File: src/rtl/mem_responder.sv
// Memory-side responder for the multicycle processor's unified memory.
// Captures a request in IDLE, waits LATENCY cycles and answers with a
// one-cycle Ready pulse. Reads return RD with Ready. Writes commit at the
// edge that ends the Ready cycle.
// Optional feature: define MEMRESP_ALIGN_CHECK_EN to flag misaligned or
// out-of-range addresses with Err. Flagged accesses return RD=0 and drop the write.
module mem_responder #(
  parameter int unsigned DEPTH   = 64,
  parameter int unsigned LATENCY = 2
) (
  input  logic        clk,
  input  logic        reset,
  input  logic        Req,
  input  logic        WE,
  input  logic [31:0] Adr,
  input  logic [31:0] WD,
  output logic [31:0] RD,
  output logic        Ready,
  output logic        Err
);

  localparam int unsigned AW = $clog2(DEPTH);
  localparam logic [3:0] LatM1 = 4'(LATENCY - 1);

  typedef enum logic [1:0] {StIdle, StWait, StDone} state_e;

  state_e      state_q;
  logic [3:0]  cnt_q;
  logic        we_q;
  logic [31:0] adr_q;
  logic [31:0] wd_q;
  logic [31:0] mem [DEPTH];

  logic [31:0]   sel_adr;
  logic          sel_we;
  logic [AW-1:0] sel_idx;
  logic          sel_err;
  logic [31:0]   rd_val;

  // In IDLE the live inputs describe the access (LATENCY==1 enters DONE
  // straight from IDLE). Otherwise the captured copies describe it.
  always_comb begin
    sel_adr = (state_q == StIdle) ? Adr : adr_q;
    sel_we  = (state_q == StIdle) ? WE : we_q;
    sel_idx = sel_adr[AW+1:2];
`ifdef MEMRESP_ALIGN_CHECK_EN
    sel_err = (sel_adr[1:0] != 2'b00) || (sel_adr >= 32'(4 * DEPTH));
`else
    sel_err = 1'b0;
`endif
    rd_val  = (sel_we || sel_err) ? 32'h0 : mem[sel_idx];
  end

  // Only the word-index bits of the address take part without the check.
  logic unused_adr;
  assign unused_adr = ^{sel_adr[31:AW+2], sel_adr[1:0]};

  // Control FSM with registered Ready/Err/RD, all valid only in DONE.
  always_ff @(posedge clk or posedge reset) begin
    if (reset) begin
      state_q <= StIdle;
      cnt_q   <= 4'd0;
      we_q    <= 1'b0;
      adr_q   <= 32'h0;
      wd_q    <= 32'h0;
      Ready   <= 1'b0;
      Err     <= 1'b0;
      RD      <= 32'h0;
    end else begin
      Ready <= 1'b0;
      Err   <= 1'b0;
      RD    <= 32'h0;
      case (state_q)
        StIdle: begin
          if (Req) begin
            adr_q <= Adr;
            we_q  <= WE;
            wd_q  <= WD;
            cnt_q <= LatM1;
            if (LATENCY == 1) begin
              state_q <= StDone;
              Ready   <= 1'b1;
              Err     <= sel_err;
              RD      <= rd_val;
            end else begin
              state_q <= StWait;
            end
          end
        end
        StWait: begin
          cnt_q <= cnt_q - 4'd1;
          if (cnt_q == 4'd1) begin
            state_q <= StDone;
            Ready   <= 1'b1;
            Err     <= sel_err;
            RD      <= rd_val;
          end
        end
        StDone: state_q <= StIdle;
        default: state_q <= StIdle;
      endcase
    end
  end

  // RAM write at the end of DONE; contents are deliberately not reset.
  always_ff @(posedge clk) begin
    if (state_q == StDone && sel_we && !sel_err) begin
      mem[sel_idx] <= wd_q;
    end
  end

endmodule

File: config.mk
export PLATFORM = sky130hd
export DESIGN_NAME = mem_responder
export DESIGN_NICKNAME = d
export VERILOG_FILES = /design/src/rtl/mem_responder.sv
export SDC_FILE = /design/constraint.sdc
export NUM_CORES = 2
export LEC_CHECK = 0
export ABC_AREA = 0
export BUFFER_PORTS_ARGS = -buffer_cell sky130_fd_sc_hd__buf_2
export CAP_MARGIN = 20
export CORE_MARGIN = 2
export CORE_UTILIZATION = 43
export CTS_BUF_LIST = sky130_fd_sc_hd__clkbuf_4 sky130_fd_sc_hd__clkbuf_8 sky130_fd_sc_hd__clkbuf_16
export CTS_CLUSTER_DIAMETER = 200
export DETAILED_ROUTE_END_ITERATION = 10
export SYNTH_ARGS = -nofsm -noshare
export SYNTH_HDL_FRONTEND = slang
export SYNTH_SLANG_ARGS = --single-unit
File: constraint.sdc
create_clock -name clk -period 4.4 [get_ports clk]
set_input_delay 0 -clock clk [delete_from_list [all_inputs] [get_ports clk]]
set_output_delay 0 -clock clk [all_outputs]
set_load 0.02 [all_outputs]
==> results.cfg <==
[global_route]
grt_remaining_overflow = 0
grt_start_max_net_pins = 66
grt_pass1_vias = 49077
grt_usage = 0.320
grt_pass1_wl_um = 408000
antenna_found_initial = 13

[die]
die_x_um = 432
core.rowCount = 157
die_height_um = 432
initial_core_util = 0.432
core_area_um2 = 183000
die_area_um2 = 187000
ios = 102

[worst_setup_path]
cp_slowest_stage_delay_ns = 0.60
cp_slowest_cell = nor4_1
reg2reg_from = state_q[0]
crit_top_cell = buf_4
ff2ff_setup_slack_ns = 0.19
end_kind = flip-flop
r2r_cells = 10
cp_cell_sequence = buf_4 > o21a_1 > nand2_2 > buf_4 > a21oi_1 > or4_1 > nor4_1 > o22ai_1 > nor4_1 > buf_4
crit_end = RD[2]
r2r-end = RD[2]
worstSetupStartpoint = state_q[0]
cp_max_fo = 14
crit_required_ns = 5.19
critPathLaunchType = flip-flop
arrival_ns = 4.99
crit_type = reg2reg

[final_layout]
area_growth_pct = 20.3
fin_cells = 7866
fin_nets = 5367
post-route-cell-area_um2 = 95000
fillers = 14583
layout-drive-gt1-share = 0.200

[run_status]
status = finished, final reports clean

[min_path]
hp-class = in2reg

[timing]
layout_min_cycle_time_ns = 4.21
worst_slack_ns = 0.194
max_clock_freq_mhz = 238
finalMaxSlewViolations = 0
rsz0062_at_grt = false
fin_crit_sh = 0.956
finClkSkew_ns = 0.0416
fin_setup_tns_ns = 0
timing.slew.headroom = 0.170
worstMarginPinSlew_ns = 1.24
finalHoldViolations = 0
setup_viol = 0

[detailed_routing]
first_iter_violations = 9198
wl_per_cell_um = 38.7
vias = 52960
drc_errors = 0
first_pass_iters = 6
vias_per_cell = 6.73
routed_wirelength_um = 304000
ant_nets = 0

[clock_network]
cts.htree.levels = 4
clk_pin_slew_worst_paths_ns = 0.06
cts_buffer_depth = 3
cts_tree = built
clock-sinks = 2126
clk_latency_ns = 0.87
cts_made_buffers = 198
cts_setup_buffers = 0
cts_root_buf = clkbuf_16

[place]
port_buffers = 74
hpwl_um = 177000
globalplace.congestion = 0.911
dpl_cell_area_um2 = 86900
pre_cts_ws_ns = 0.339
place_inst = 7374

[synth]
synthCells = 4771
synth_nets = 4841
synth_top_area_cell = edfxtp_1
ys.flop_type = edfxtp_1
syn_area_per_cell_um2 = 16.5
ys_ff_latch = 2126
yosysMostFrequentCell = edfxtp_1
synth-async-reset-ratio = 0.0367
synth_edf_count = 2048
yosysSeqAreaShare = 0.804
ys_top_cells_by_count = 2048 x edfxtp_1, 712 x o22ai_1, 298 x nor2_1, 277 x a21oi_1, 227 x nand2_1
synth.top_cell.area_share = 0.779
synth.area.top_cells = edfxtp_1 78%, o22ai_1 5.6%, dfrtp_1 2.5%, a21oi_1 1.8%, nor2_1 1.4%
synth_area_um2 = 78900
yosysWarnings = 0
netlist-cell-type-count = 78

[power]
powerDensity_nw_per_um2 = 683
peakVddDrop_v = 0.000798
leakage_nw = 31.2
p_total_mw = 64.9

[run]
drv_cap = 0
## timing repair
action | in CTS | in global routing
hold endpoints to repair | 90 | 0
resized for setup | 0 | 0
hold buffers | 88 | 0
## final cells by class
cell class	instances	area (um^2)	area share
tap	2385	2980	0.0314
clock buffer	266	5680	0.0598
multi-input combinational	2331	14600	0.154
sequential	2126	63500	0.669
timing repair buffer	635	7090	0.0747
clock inverter	109	1100	0.0116
inverter	5	21.3	0.000224
antenna	9	22.5	0.000237
## worst min path at each step
stage | depth (start not counted) | slack (ns) | to | start
2_1_floorplan | 1 | 0.15 | wd_q[16] | WD[16]
3_3_place_gp | 2 | 0.12 | wd_q[27] | reset
3_5_place_dp | 2 | 0.15 | wd_q[27] | reset
4_1_cts | 4 | 0.04 | adr_q[4] | Adr[4]
5_1_grt | 3 | 0.06 | wd_q[14] | WD[14]
6_report | 3 | 0.05 | wd_q[14] | WD[14]
## registers in the layout, summed over array words and instances (netlist names)
signal,flops
mem,2048
RD,32
wd_q,32
adr_q,6
cnt_q,4
state_q,2
Ready,1
we_q,1
## logic make-up after synthesis
kind of cell | share of synthesized area
DFF | 0.804
AOI/OAI and AO/OA | 0.110
and+or+nand+nor | 0.0540
buffers and inverters | 0.0194
muxes | 0.0120
adders and majority gates | 0.000317
other | 0.0000475
## layout by cell type (no fill, tap or decap), types with 24 or more instances in the layout
master,instances
edfxtp_1,2048
o22ai_1,712
buf_4,291
a21oi_1,277
nor2_1,233
nand2_1,213
clkbuf_16,204
buf_12,179
nor4_1,111
nor3_1,97
dlygate4sd3_1,88
buf_2,74
o221ai_1,66
nor2_4,65
dfrtp_1,49
o21ai_0,49
mux2_2,48
clkbuf_4,45
clkinv_2,43
mux2i_1,41
or4_1,35
o22a_1,31
and3_1,30
dfrtp_2,29
a31oi_1,27
clkinv_1,27
a211oi_1,24
## per-stage QoR
stage	utilization	hold WS, ns
finish	0.520	0.0488
global route	0.520	0.0650
CTS	0.517	0.0420
detailed placement	0.475	0.145
global placement	0.475	0.117
floorplan	-	0.152
## report_power, final
part	switching (mW)	total, mW	internal, mW
clock network	7.58	17.8	10.2
logic	14.3	20.6	6.29
registers	0.953	26.4	25.5
total	22.8	64.9	42.0
## worst max-delay path: cells and delay by family, from the launching register on
kind / cells / cell delay (ns)
buffers and inverters: 3 / 0.87
AOI/OAI and AO/OA: 3 / 0.59
DFF: 1 / 0.57
and+or+nand+nor: 4 / 2.08
## metal layers
layer | vias to the layer above | GRT usage | share of wire | wire [um]
li1 | 20562 | - | - | -
met1 | 26971 | 0.423 | 0.35 | 107000
met2 | 4456 | 0.487 | 0.44 | 135000
met3 | 955 | 0.0786 | 0.14 | 41600
met4 | 16 | 0.179 | 0.067 | 20400
met5 | - | 0 | 0.00032 | 98
No activity file was read; power rests on OpenSTA's default activity.
